## src/rtl/traffic_req_sequencer_if.sv

```systemverilog
// Request/light bundle between the traffic request front end and its environment.
// slave: the sequencer's view. master: the controller/sensor side.
interface traffic_req_sequencer_if;
  logic [3:0] sns_veh;
  logic [3:0] btn_ped;
  logic [3:0] sns_emg;
  logic [2:0] east;
  logic [2:0] west;
  logic [2:0] north;
  logic [2:0] south;
  logic       P_east;
  logic       P_west;
  logic       P_north;
  logic       P_south;
  logic [3:0] traffic;
  logic [3:0] pedastrain_req;
  logic [3:0] emergency;
  logic [3:0] overdue;
  logic       emg_active;

  modport slave (
    input  sns_veh, btn_ped, sns_emg,
    input  east, west, north, south,
    input  P_east, P_west, P_north, P_south,
    output traffic, pedastrain_req, emergency, overdue, emg_active
  );

  modport master (
    output sns_veh, btn_ped, sns_emg,
    output east, west, north, south,
    output P_east, P_west, P_north, P_south,
    input  traffic, pedastrain_req, emergency, overdue, emg_active
  );
endinterface

```

## src/rtl/traffic_req_sequencer.sv

```systemverilog
// Debounces vehicle/pedestrian/emergency inputs and latches served-until-cleared requests.
// Optional macro REQ_SYNC_EN inserts a 2-flop synchronizer ahead of every debouncer.
module traffic_req_sequencer #(
  parameter int DEB_CYCLES = 4,
  parameter int HOLD_MAX   = 64,
  parameter int CNT_W      = 8
) (
  input  logic                     clk,
  input  logic                     reset,
  traffic_req_sequencer_if.slave   bus
);

  localparam int              NCH      = 12;
  localparam logic [CNT_W-1:0] DEB_LAST = CNT_W'(DEB_CYCLES - 1);
  localparam logic [CNT_W-1:0] AGE_MAX  = CNT_W'(HOLD_MAX);
  localparam logic [CNT_W-1:0] CNT_ONE  = CNT_W'(1);

  typedef enum logic [1:0] {
    EMG_IDLE    = 2'd0,
    EMG_HOLD    = 2'd1,
    EMG_RELEASE = 2'd2
  } emg_state_e;

  // Channel map: [3:0] vehicle, [7:4] pedestrian, [11:8] emergency.
  logic [NCH-1:0] w_raw;
  logic [NCH-1:0] w_sample;

  assign w_raw = {bus.sns_emg, bus.btn_ped, bus.sns_veh};

`ifdef REQ_SYNC_EN
  logic [NCH-1:0] r_sync1;
  logic [NCH-1:0] r_sync2;

  // NOTE: sequential state uses <= so every flop samples pre-edge values; '=' here would collapse the two stages into one.
  always_ff @(posedge clk) begin
    if (!reset) begin
      r_sync1 <= '0;
      r_sync2 <= '0;
    end else begin
      r_sync1 <= w_raw;
      r_sync2 <= r_sync1;
    end
  end

  assign w_sample = r_sync2;
`else
  assign w_sample = w_raw;
`endif

  logic [NCH-1:0]   r_prev;
  logic [NCH-1:0]   r_lvl;
  logic [NCH-1:0]   r_lvl_d;
  logic [CNT_W-1:0] r_deb_cnt     [NCH];
  logic [CNT_W-1:0] w_deb_cnt_nxt [NCH];

  // NOTE: every always_comb output gets a default before any branch, so no path leaves it unassigned and no latch is inferred.
  always_comb begin
    for (int i = 0; i < NCH; i++) begin
      w_deb_cnt_nxt[i] = r_deb_cnt[i];
      if (w_sample[i] != r_prev[i]) begin
        w_deb_cnt_nxt[i] = '0;
      end else if (r_deb_cnt[i] < DEB_LAST) begin
        w_deb_cnt_nxt[i] = r_deb_cnt[i] + CNT_ONE;
      end
    end
  end

  // The level follows the sample only once the run of equal samples is long enough.
  always_ff @(posedge clk) begin
    if (!reset) begin
      r_prev  <= '0;
      r_lvl   <= '0;
      r_lvl_d <= '0;
      // NOTE: these counter arrays are control state, not storage, so every element is explicitly cleared.
      for (int i = 0; i < NCH; i++) begin
        r_deb_cnt[i] <= '0;
      end
    end else begin
      r_prev  <= w_sample;
      r_lvl_d <= r_lvl;
      for (int i = 0; i < NCH; i++) begin
        r_deb_cnt[i] <= w_deb_cnt_nxt[i];
        if (w_deb_cnt_nxt[i] == DEB_LAST) begin
          r_lvl[i] <= w_sample[i];
        end
      end
    end
  end

  logic [NCH-1:0] w_rise;
  logic [3:0]     w_veh_rise;
  logic [3:0]     w_ped_rise;
  logic [3:0]     w_emg_lvl;
  logic [3:0]     w_green;
  logic [3:0]     w_walk;

  assign w_rise     = r_lvl & ~r_lvl_d;
  assign w_veh_rise = w_rise[3:0];
  assign w_ped_rise = w_rise[7:4];
  assign w_emg_lvl  = r_lvl[11:8];

  assign w_green = {bus.east  == 3'b100, bus.west  == 3'b100,
                    bus.north == 3'b100, bus.south == 3'b100};
  assign w_walk  = {bus.P_east, bus.P_west, bus.P_north, bus.P_south};

  logic [3:0] r_traffic;
  logic [3:0] r_ped;

  // A new press outranks a same-cycle service so it is never dropped.
  always_ff @(posedge clk) begin
    if (!reset) begin
      r_traffic <= '0;
      r_ped     <= '0;
    end else begin
      r_traffic <= w_veh_rise | (r_traffic & ~w_green);
      r_ped     <= w_ped_rise | (r_ped & ~w_walk);
    end
  end

  emg_state_e r_state;
  emg_state_e w_state_nxt;
  logic [1:0] r_sel;
  logic [1:0] w_sel_nxt;
  logic [3:0] w_emergency;
  logic       w_emg_active;

  always_ff @(posedge clk) begin
    if (!reset) begin
      r_state <= EMG_IDLE;
      r_sel   <= '0;
    end else begin
      r_state <= w_state_nxt;
      r_sel   <= w_sel_nxt;
    end
  end

  always_comb begin
    w_state_nxt = r_state;
    w_sel_nxt   = r_sel;
    w_emergency = '0;
    unique case (r_state)
      EMG_IDLE: begin
        if (|w_emg_lvl) begin
          w_state_nxt = EMG_HOLD;
          if (w_emg_lvl[3])      w_sel_nxt = 2'd3;
          else if (w_emg_lvl[2]) w_sel_nxt = 2'd2;
          else if (w_emg_lvl[1]) w_sel_nxt = 2'd1;
          else                   w_sel_nxt = 2'd0;
        end
      end
      EMG_HOLD: begin
        w_emergency = 4'b0001 << r_sel;
        if (!w_emg_lvl[r_sel]) begin
          w_state_nxt = EMG_RELEASE;
        end
      end
      EMG_RELEASE: begin
        w_state_nxt = EMG_IDLE;
      end
      default: begin
        w_state_nxt = EMG_IDLE;
      end
    endcase
  end

  assign w_emg_active = (r_state != EMG_IDLE);

  logic [CNT_W-1:0] r_age [4];
  logic [3:0]       w_pending;
  logic [3:0]       w_overdue;

  assign w_pending = r_traffic | r_ped;

  // Clearing on service takes precedence over the emergency freeze.
  always_ff @(posedge clk) begin
    if (!reset) begin
      for (int d = 0; d < 4; d++) begin
        r_age[d] <= '0;
      end
    end else begin
      for (int d = 0; d < 4; d++) begin
        if (!w_pending[d]) begin
          r_age[d] <= '0;
        end else if (!w_emg_active && (r_age[d] < AGE_MAX)) begin
          r_age[d] <= r_age[d] + CNT_ONE;
        end
      end
    end
  end

  always_comb begin
    w_overdue = '0;
    for (int d = 0; d < 4; d++) begin
      w_overdue[d] = (r_age[d] == AGE_MAX);
    end
  end

  assign bus.traffic        = r_traffic;
  assign bus.pedastrain_req = r_ped;
  assign bus.emergency      = w_emergency;
  assign bus.overdue        = w_overdue;
  assign bus.emg_active     = w_emg_active;

endmodule

```

## src/flat_wrapper.sv

```systemverilog
// flat-port wrapper written by rule: the top's interface ports become plain ports
module traffic_req_sequencer_flat 
#(
  parameter int DEB_CYCLES = 4,
  parameter int HOLD_MAX   = 64,
  parameter int CNT_W      = 8
)
  (clk, reset, bus_sns_veh, bus_btn_ped, bus_sns_emg, bus_east, bus_west, bus_north, bus_south, bus_P_east, bus_P_west, bus_P_north, bus_P_south, bus_traffic, bus_pedastrain_req, bus_emergency, bus_overdue, bus_emg_active);
  traffic_req_sequencer_if bus_i ();
  input  logic clk;
  input  logic reset;
  input wire logic [$bits(bus_i.sns_veh)-1:0] bus_sns_veh;
  input wire logic [$bits(bus_i.btn_ped)-1:0] bus_btn_ped;
  input wire logic [$bits(bus_i.sns_emg)-1:0] bus_sns_emg;
  input wire logic [$bits(bus_i.east)-1:0] bus_east;
  input wire logic [$bits(bus_i.west)-1:0] bus_west;
  input wire logic [$bits(bus_i.north)-1:0] bus_north;
  input wire logic [$bits(bus_i.south)-1:0] bus_south;
  input wire logic [$bits(bus_i.P_east)-1:0] bus_P_east;
  input wire logic [$bits(bus_i.P_west)-1:0] bus_P_west;
  input wire logic [$bits(bus_i.P_north)-1:0] bus_P_north;
  input wire logic [$bits(bus_i.P_south)-1:0] bus_P_south;
  output wire logic [$bits(bus_i.traffic)-1:0] bus_traffic;
  output wire logic [$bits(bus_i.pedastrain_req)-1:0] bus_pedastrain_req;
  output wire logic [$bits(bus_i.emergency)-1:0] bus_emergency;
  output wire logic [$bits(bus_i.overdue)-1:0] bus_overdue;
  output wire logic [$bits(bus_i.emg_active)-1:0] bus_emg_active;
  assign bus_i.sns_veh = bus_sns_veh;
  assign bus_i.btn_ped = bus_btn_ped;
  assign bus_i.sns_emg = bus_sns_emg;
  assign bus_i.east = bus_east;
  assign bus_i.west = bus_west;
  assign bus_i.north = bus_north;
  assign bus_i.south = bus_south;
  assign bus_i.P_east = bus_P_east;
  assign bus_i.P_west = bus_P_west;
  assign bus_i.P_north = bus_P_north;
  assign bus_i.P_south = bus_P_south;
  assign bus_traffic = bus_i.traffic;
  assign bus_pedastrain_req = bus_i.pedastrain_req;
  assign bus_emergency = bus_i.emergency;
  assign bus_overdue = bus_i.overdue;
  assign bus_emg_active = bus_i.emg_active;
  traffic_req_sequencer #(.DEB_CYCLES(DEB_CYCLES), .HOLD_MAX(HOLD_MAX), .CNT_W(CNT_W)) u_core (.clk(clk), .reset(reset), .bus(bus_i));
endmodule
```

## config.mk

```make
export PLATFORM = sky130hd
export DESIGN_NAME = traffic_req_sequencer_flat
export DESIGN_NICKNAME = d
export VERILOG_FILES = /design/src/rtl/traffic_req_sequencer_if.sv /design/src/rtl/traffic_req_sequencer.sv /design/src/flat_wrapper.sv
export SDC_FILE = /design/constraint.sdc
export NUM_CORES = 1
export LEC_CHECK = 0
export ABC_AREA = 0
export BUFFER_PORTS_ARGS = -buffer_cell sky130_fd_sc_hd__buf_2
export CAP_MARGIN = 20
export CORE_ASPECT_RATIO = 0.5
export CORE_UTILIZATION = 50
export CTS_CLUSTER_SIZE = 24
export DETAILED_ROUTE_END_ITERATION = 12
export MAX_ROUTING_LAYER = met4
export PLACE_DENSITY = 0.66
export REMOVE_ABC_BUFFERS = 1
export SLEW_MARGIN = 20
export SYNTH_ARGS = -nofsm -noshare
export SYNTH_HDL_FRONTEND = slang
export SYNTH_SLANG_ARGS = --single-unit
```

## constraint.sdc

```tcl
create_clock -name clk -period 3.05 [get_ports clk]
set_clock_uncertainty 0.2 [all_clocks]
set_input_delay 0.1525 -clock clk [delete_from_list [all_inputs] [get_ports clk]]
set_output_delay 0.1525 -clock clk [all_outputs]
set_load 0.1 [all_outputs]
```

==> results.json, run 1 <==
{
  "crit_arrival_ps": 1950,
  "postRouteAntennaNets": 0,
  "p_leak_nw": 3.522,
  "coreArea_sq_mm": 0.01366,
  "grt_max_degree": 40,
  "yosysSeqAreaShare": 0.5342,
  "row_count": 30,
  "max-vdd-ir-drop_uv": 341.8,
  "post_drt_wl_per_cell_microns": 13.50,
  "cp-start-kind": "flop",
  "critPathCaptureType": "output pin",
  "synth_top_area_share": 0.3978,
  "setup_slack_ps": 745.1,
  "grt_pass1_vias": 4866,
  "yosys.area.top_type": "dfxtp_1",
  "drt_first_pass_iters": 4,
  "grt_util_all_layers": 0.1925,
  "preCtsSetupSlack_ps": 1077,
  "setup_violations": 0,
  "finalCriticalPeriod_ps": 2305,
  "async_flop_share": 0,
  "dieArea_sq_mm": 0.01460,
  "power_mw": 5.032,
  "drc": 0,
  "cts_resized": 0,
  "synthFlopType": "dfxtp_1",
  "tns_ps": 0,
  "grt_antenna_before_repair": 0,
  "synthDistinctLibCells": 49,
  "synthTopCellsByArea": "dfxtp_1, edfxtp_1, and2_1, and3_1, ha_1",
  "cts_htree_levels": 4,
  "dp.final_hpwl_microns": 8729,
  "synth-seq-cells": 172,
  "timing.final.crit_share": 0.7557,
  "slew-limit-headroom": 0.5178,
  "outcome": "completed",
  "num_vias": 5139,
  "rsz0062_at_grt": "no",
  "cp.required_ps": 2700,
  "die_w_microns": 169.9,
  "n_antenna_cell": 0,
  "die_y_microns": 85.94,
  "clock.fmax_mhz": 433.9,
  "finalMaxSlewViolations": 0,
  "initial_core_util": 0.5157,
  "layout-drive-gt1-share": 0.1471,
  "fillerInstances": 1176,
  "ios": 47,
  "worst_pin_slew_ps": 723.3,
  "grt-ovfl-total": 0,
  "portBuffers": 46,
  "cts_tree": "built",
  "grt_pass1_wl_microns": 21930,
  "min_path_type": "in -> reg",
  "powerDensity_mw_per_mm2": 604.0,
  "clk_latency_ps": 420,
  "timing.max_cap.violations": 0,
  "place_congestion": 0.7734,
  "yosysWarningCount": 0,
  "synth_edf_count": 32,
  "avgSynthCellArea_sq_um": 10.42,
  "crit_type": "reg -> out",
  "fin_nets": 805,
  "hold_viol": 0,
  "area_delta_synth_final_pct": 18.26,
  "clk_path_buf_depth": 2,
  "cts.clk_slew.worst_paths_ps": 70,
  "synth_area_sq_mm": 0.007046,
  "viasPerCell": 5.353,
  "finalWirelength_microns": 12960,
  "dr.first_iter.drc_count": 236,
  "cts_root_buf": "clkbuf_16",
  "syn_inst": 676,
  "cp_max_fo": 5,
  "cts_made_buffers": 17,
  "numClockSinks": 172
}
## metrics by stage
step                utilization  hold WS [ps]  instances  instance area [sq um]
finish                   0.6098         100.8        960                   8332
global route             0.6098         147.9        960                   8332
CTS                      0.6098         82.15        960                   8332
detailed placement       0.5484         217.4        904                   7492
global placement         0.5484         206.4        904                   7492
floorplan                     -         66.29        660                   6977
## what timing repair did
action                                  CTS  global route
endpoints found under the hold margin    32             0
endpoints found under the setup margin    0             0
hold buffers                             24             0
setup buffers                             0             0
## critical path: stages (launching register included)
cell	delay, ps
edfxtp_1	450
inv_1	90
ha_1	130
nor4b_1	250
and3_1	200
buf_2	420
## power by group
group / leakage [nW] / internal [mW] / switching [mW]
Combinational: 1.73 / 0.160 / 0.241
Sequential: 1.52 / 2.38 / 0.0643
Clock: 0.273 / 1.29 / 0.897
Total: 3.52 / 3.83 / 1.20
## path summary, 6_finish.rpt
kind,startpoint,to,slack (ps),cells after the start
setup / recovery,u_core.r_age[1][0]$_SDFFCE_PN0P_,bus_overdue[1],750,5
hold reg to reg,u_core.r_deb_cnt[5][12]$_SDFF_PN0_,u_core.r_deb_cnt[5][12]$_SDFF_PN0_,250,1
hold / removal,reset,u_core.r_state[1]$_SDFFE_PN0P_,100,3
setup reg to reg,u_core.r_deb_cnt[0][0]$_SDFF_PN0_,u_core.r_lvl[0]$_SDFFE_PN0N_,1110,4
## state kept, by name (all words and copies together), names as in the netlist
name	flops
u_core.r_age	32
u_core.r_lvl	12
u_core.r_prev	12
u_core.bus.traffic	4
u_core.r_lvl_d	8
u_core.bus.pedastrain_req	4
u_core.r_sel	2
u_core.r_state	2
u_core.r_deb_cnt	96
## cell usage after synthesis, types with 16 or more instances
cell      instances
o31ai_1          16
and2_1           60
inv_1            29
nor2_1           44
a21oi_1          37
edfxtp_1         32
and3_1           40
ha_1             20
nand2_1          20
o21ai_0          16
or4_1            19
nand3_1          22
dfxtp_1         140
## routing by layer
metal / up-vias / global-route usage / wire length, microns
li1: 2651 / - / -
met1: 2417 / 0.2457 / 6552
met2: 61 / 0.3007 / 5821
met3: 10 / 0.04753 / 512
met4: 0 / 0.06224 / 76
met5: - / - / 0
## layout make-up
class / instances / area [sq um] / area share
multi-input combinational: 459 / 3104 / 0.3726
clock inverter: 14 / 170.2 / 0.02042
tap: 192 / 240.2 / 0.02883
clock buffer: 18 / 429.2 / 0.05151
timing repair buffer: 76 / 515.5 / 0.06187
sequential: 172 / 3764 / 0.4517
inverter: 29 / 108.9 / 0.01306
## cell families (layout without fill, tap and decap cells)
kind of cell | Yosys count | in the layout | share of synthesized area
AND/OR/NAND/NOR | 281 | 281 | 0.2421
flip-flops | 172 | 172 | 0.5342
AO/OA/AOI/OAI | 129 | 129 | 0.1257
buffers and inverters | 48 | 137 | 0.02682
adder cells (fa/ha/maj) | 20 | 20 | 0.03552
XOR/XNOR | 18 | 18 | 0.02238
multiplexers | 7 | 7 | 0.01279
other | 1 | 4 | 0.0005323
## cells in the final DEF, fill, tap and decap left out, types with 7 or more instances in the layout
cell type,netlist,final
nor4_1,9,9
nor2_1,44,44
clkbuf_16,0,17
o41ai_1,12,12
nand2b_1,10,10
buf_2,1,46
o31ai_1,16,16
and3_1,40,40
and2_1,60,60
dlygate4sd3_1,0,24
inv_1,29,29
edfxtp_1,32,32
or4_1,19,19
o211ai_1,11,11
nand2_1,20,20
a21oi_1,37,37
nand3_1,22,22
dfxtp_1,140,140
nor3b_1,7,7
o2111ai_1,10,10
ha_1,20,20
xnor2_1,11,11
o21ai_0,16,16
xor2_1,7,7
Power figures use the tool's default switching activity.
==> run 2: changes to the inputs <==
--- a/config.mk
+++ b/config.mk
@@ -13,7 +13,7 @@
 export CTS_CLUSTER_SIZE = 24
 export DETAILED_ROUTE_END_ITERATION = 12
 export MAX_ROUTING_LAYER = met4
-export PLACE_DENSITY = 0.66
+export PLACE_DENSITY = 0.68
 export REMOVE_ABC_BUFFERS = 1
 export SLEW_MARGIN = 20
 export SYNTH_ARGS = -nofsm -noshare
==> constraint.sdc (replaced) <==
create_clock -name clk -period 1.91 [get_ports clk]
set_clock_uncertainty 0.2 [all_clocks]
set_input_delay 0.0955 -clock clk [delete_from_list [all_inputs] [get_ports clk]]
set_output_delay 0.0955 -clock clk [all_outputs]
set_load 0.1 [all_outputs]
==> results.json, run 2 (synthesis gave the netlist of run 1 again) <==
{
  "rsz0062_at_grt": "yes",
  "grt_busiest_layer": "met2",
  "layout_commonest_cell": "dfxtp_1",
  "clk_path_buf_depth": 2,
  "die_y_microns": 85.94,
  "drc": 0,
  "dp.final_hpwl_microns": 8558,
  "critPathCaptureType": "output pin",
  "grtUsageMet2": 0.3089,
  "crit_arrival_ps": 1690,
  "cts_htree_levels": 4,
  "cts_tree": "built",
  "grt_pass1_vias": 4868,
  "fin_nets": 829,
  "dr.first_iter.drc_count": 292,
  "hold_viol": 0,
  "crit_type": "reg -> out",
  "drt_first_pass_iters": 4,
  "outcome": "complete, but fails checks",
  "tns_ps": -151.9,
  "numClockSinks": 172,
  "max-vdd-ir-drop_uv": 545.4,
  "area_delta_synth_final_pct": 24.28,
  "p_leak_nw": 3.733,
  "final_cells": 984,
  "timing.hold.ws_ps": 250.9,
  "grt_max_degree": 58,
  "biggestRegsByFlops": "u_core.r_deb_cnt: 96 flops, u_core.r_age: 32 flops",
  "layout-drive-gt1-share": 0.1944,
  "largest_reg_flops": 96,
  "powerDensity_mw_per_mm2": 942.5,
  "dieArea_sq_mm": 0.01460,
  "top_register": "u_core.r_deb_cnt",
  "viasPerCell": 5.319,
  "post_drt_wl_per_cell_microns": 12.99,
  "cp-start-kind": "flop",
  "cts_made_buffers": 17,
  "min_path_type": "reg -> reg",
  "slew-limit-headroom": 0.5730,
  "setup_slack_ps": -72.12,
  "grt_util_all_layers": 0.1920,
  "timing.final.crit_share": 1.038,
  "grt_use_met3": 0.04430,
  "dp_cells": 917,
  "postRouteAntennaNets": 0,
  "finalMaxSlewViolations": 0,
  "clock.fmax_mhz": 504.5,
  "cts.clk_slew.worst_paths_ps": 70,
  "n_antenna_cell": 0,
  "grt-ovfl-total": 0,
  "finalCriticalPeriod_ps": 1982,
  "finalWirelength_microns": 12780,
  "clk_latency_ps": 420,
  "timing.max_cap.violations": 0,
  "worst_pin_slew_ps": 639.9,
  "grt_use_met1": 0.2405,
  "final_util": 0.6408,
  "cp.required_ps": 1610,
  "num_vias": 5234,
  "ios": 47,
  "place_congestion": 0.8030,
  "setup_violations": 3,
  "die_w_microns": 169.9,
  "initial_core_util": 0.5157,
  "cts_root_buf": "clkbuf_16",
  "portBuffers": 46,
  "violations": "setup timing",
  "grt_pass1_wl_microns": 21910,
  "row_count": 30,
  "mostFrequentLayoutCells": "dfxtp_1, and2_1, nor2_1",
  "cp_max_fo": 4,
  "coreArea_sq_mm": 0.01366,
  "grt_antenna_before_repair": 0
}
run 2: cell types whose count changed in the layout (fill, tap and decap cells not counted), sizes merged:
cell / delta
bufbuf: +1
dlygate4sd3: +1
clkbuf: +1
inv: +3
clkinvlp: -4
buf: +22
run 2: metal layers:
metal	wire (microns)	vias to the layer above
li1	-	2707
met1	6447	2451
met2	5849	59
met3	345	17
met4	142	0
met5	0	-
run 2: what timing repair did:
action	4_1_cts	5_1_grt
endpoints found under the hold margin	55	0
resized for setup	14	13
endpoints found under the setup margin	9	14
pin swaps	4	4
hold buffers	25	0
setup buffers	6	4
run 2: final cells by class:
cell class / instances / area [sq um]
well taps: 192 / 240.2
multi-input cells: 459 / 3201
repair buffers: 100 / 805.8
inverters: 29 / 108.9
clock buffers: 19 / 454.2
flip-flops and latches: 172 / 3771
clock inverters: 13 / 175.2
fillers: 1116 / 4907
run 2: path summary, 6_finish.rpt:
path | slack (ps) | end | startpoint | cells after the start
setup reg to reg | 30 | u_core.r_lvl[8]$_SDFFE_PN0N_ | u_core.r_deb_cnt[4][0]$_SDFF_PN0_ | 4
setup / recovery | -70 | bus_overdue[0] | u_core.r_age[0][0]$_SDFFCE_PN0P_ | 5
hold reg to reg | 250 | u_core.r_deb_cnt[1][5]$_SDFF_PN0_ | u_core.r_deb_cnt[1][5]$_SDFF_PN0_ | 1
hold / removal | 250 | u_core.r_deb_cnt[1][5]$_SDFF_PN0_ | u_core.r_deb_cnt[1][5]$_SDFF_PN0_ | 1
run 2: power by group:
part	switching (mW)	internal, mW	total, mW
clock network	1.46	2.17	3.62
registers	0.105	3.80	3.91
logic	0.398	0.324	0.722
total	1.96	6.29	8.25
run 2: critical path, cell delays in order, from the launching register on:
cell       delay, ps
edfxtp_1         430
inv_1             90
ha_1             140
nand4bb_1        160
nor4_4           240
buf_12           220
run 2: stage by stage:
| step | instance area, sq um | power, mW | setup WS (ps) |
|---|---|---|---|
| detailed placement | 7677 | 4.625 | 15.41 |
| finish | 8756 | 8.252 | -72.12 |
| floorplan | 6977 | 4.387 | -1926 |
| global placement | 7677 | 4.605 | 78.34 |
| CTS | 8678 | 8.297 | -105.2 |
| global route | 8756 | 8.576 | -173.8 |
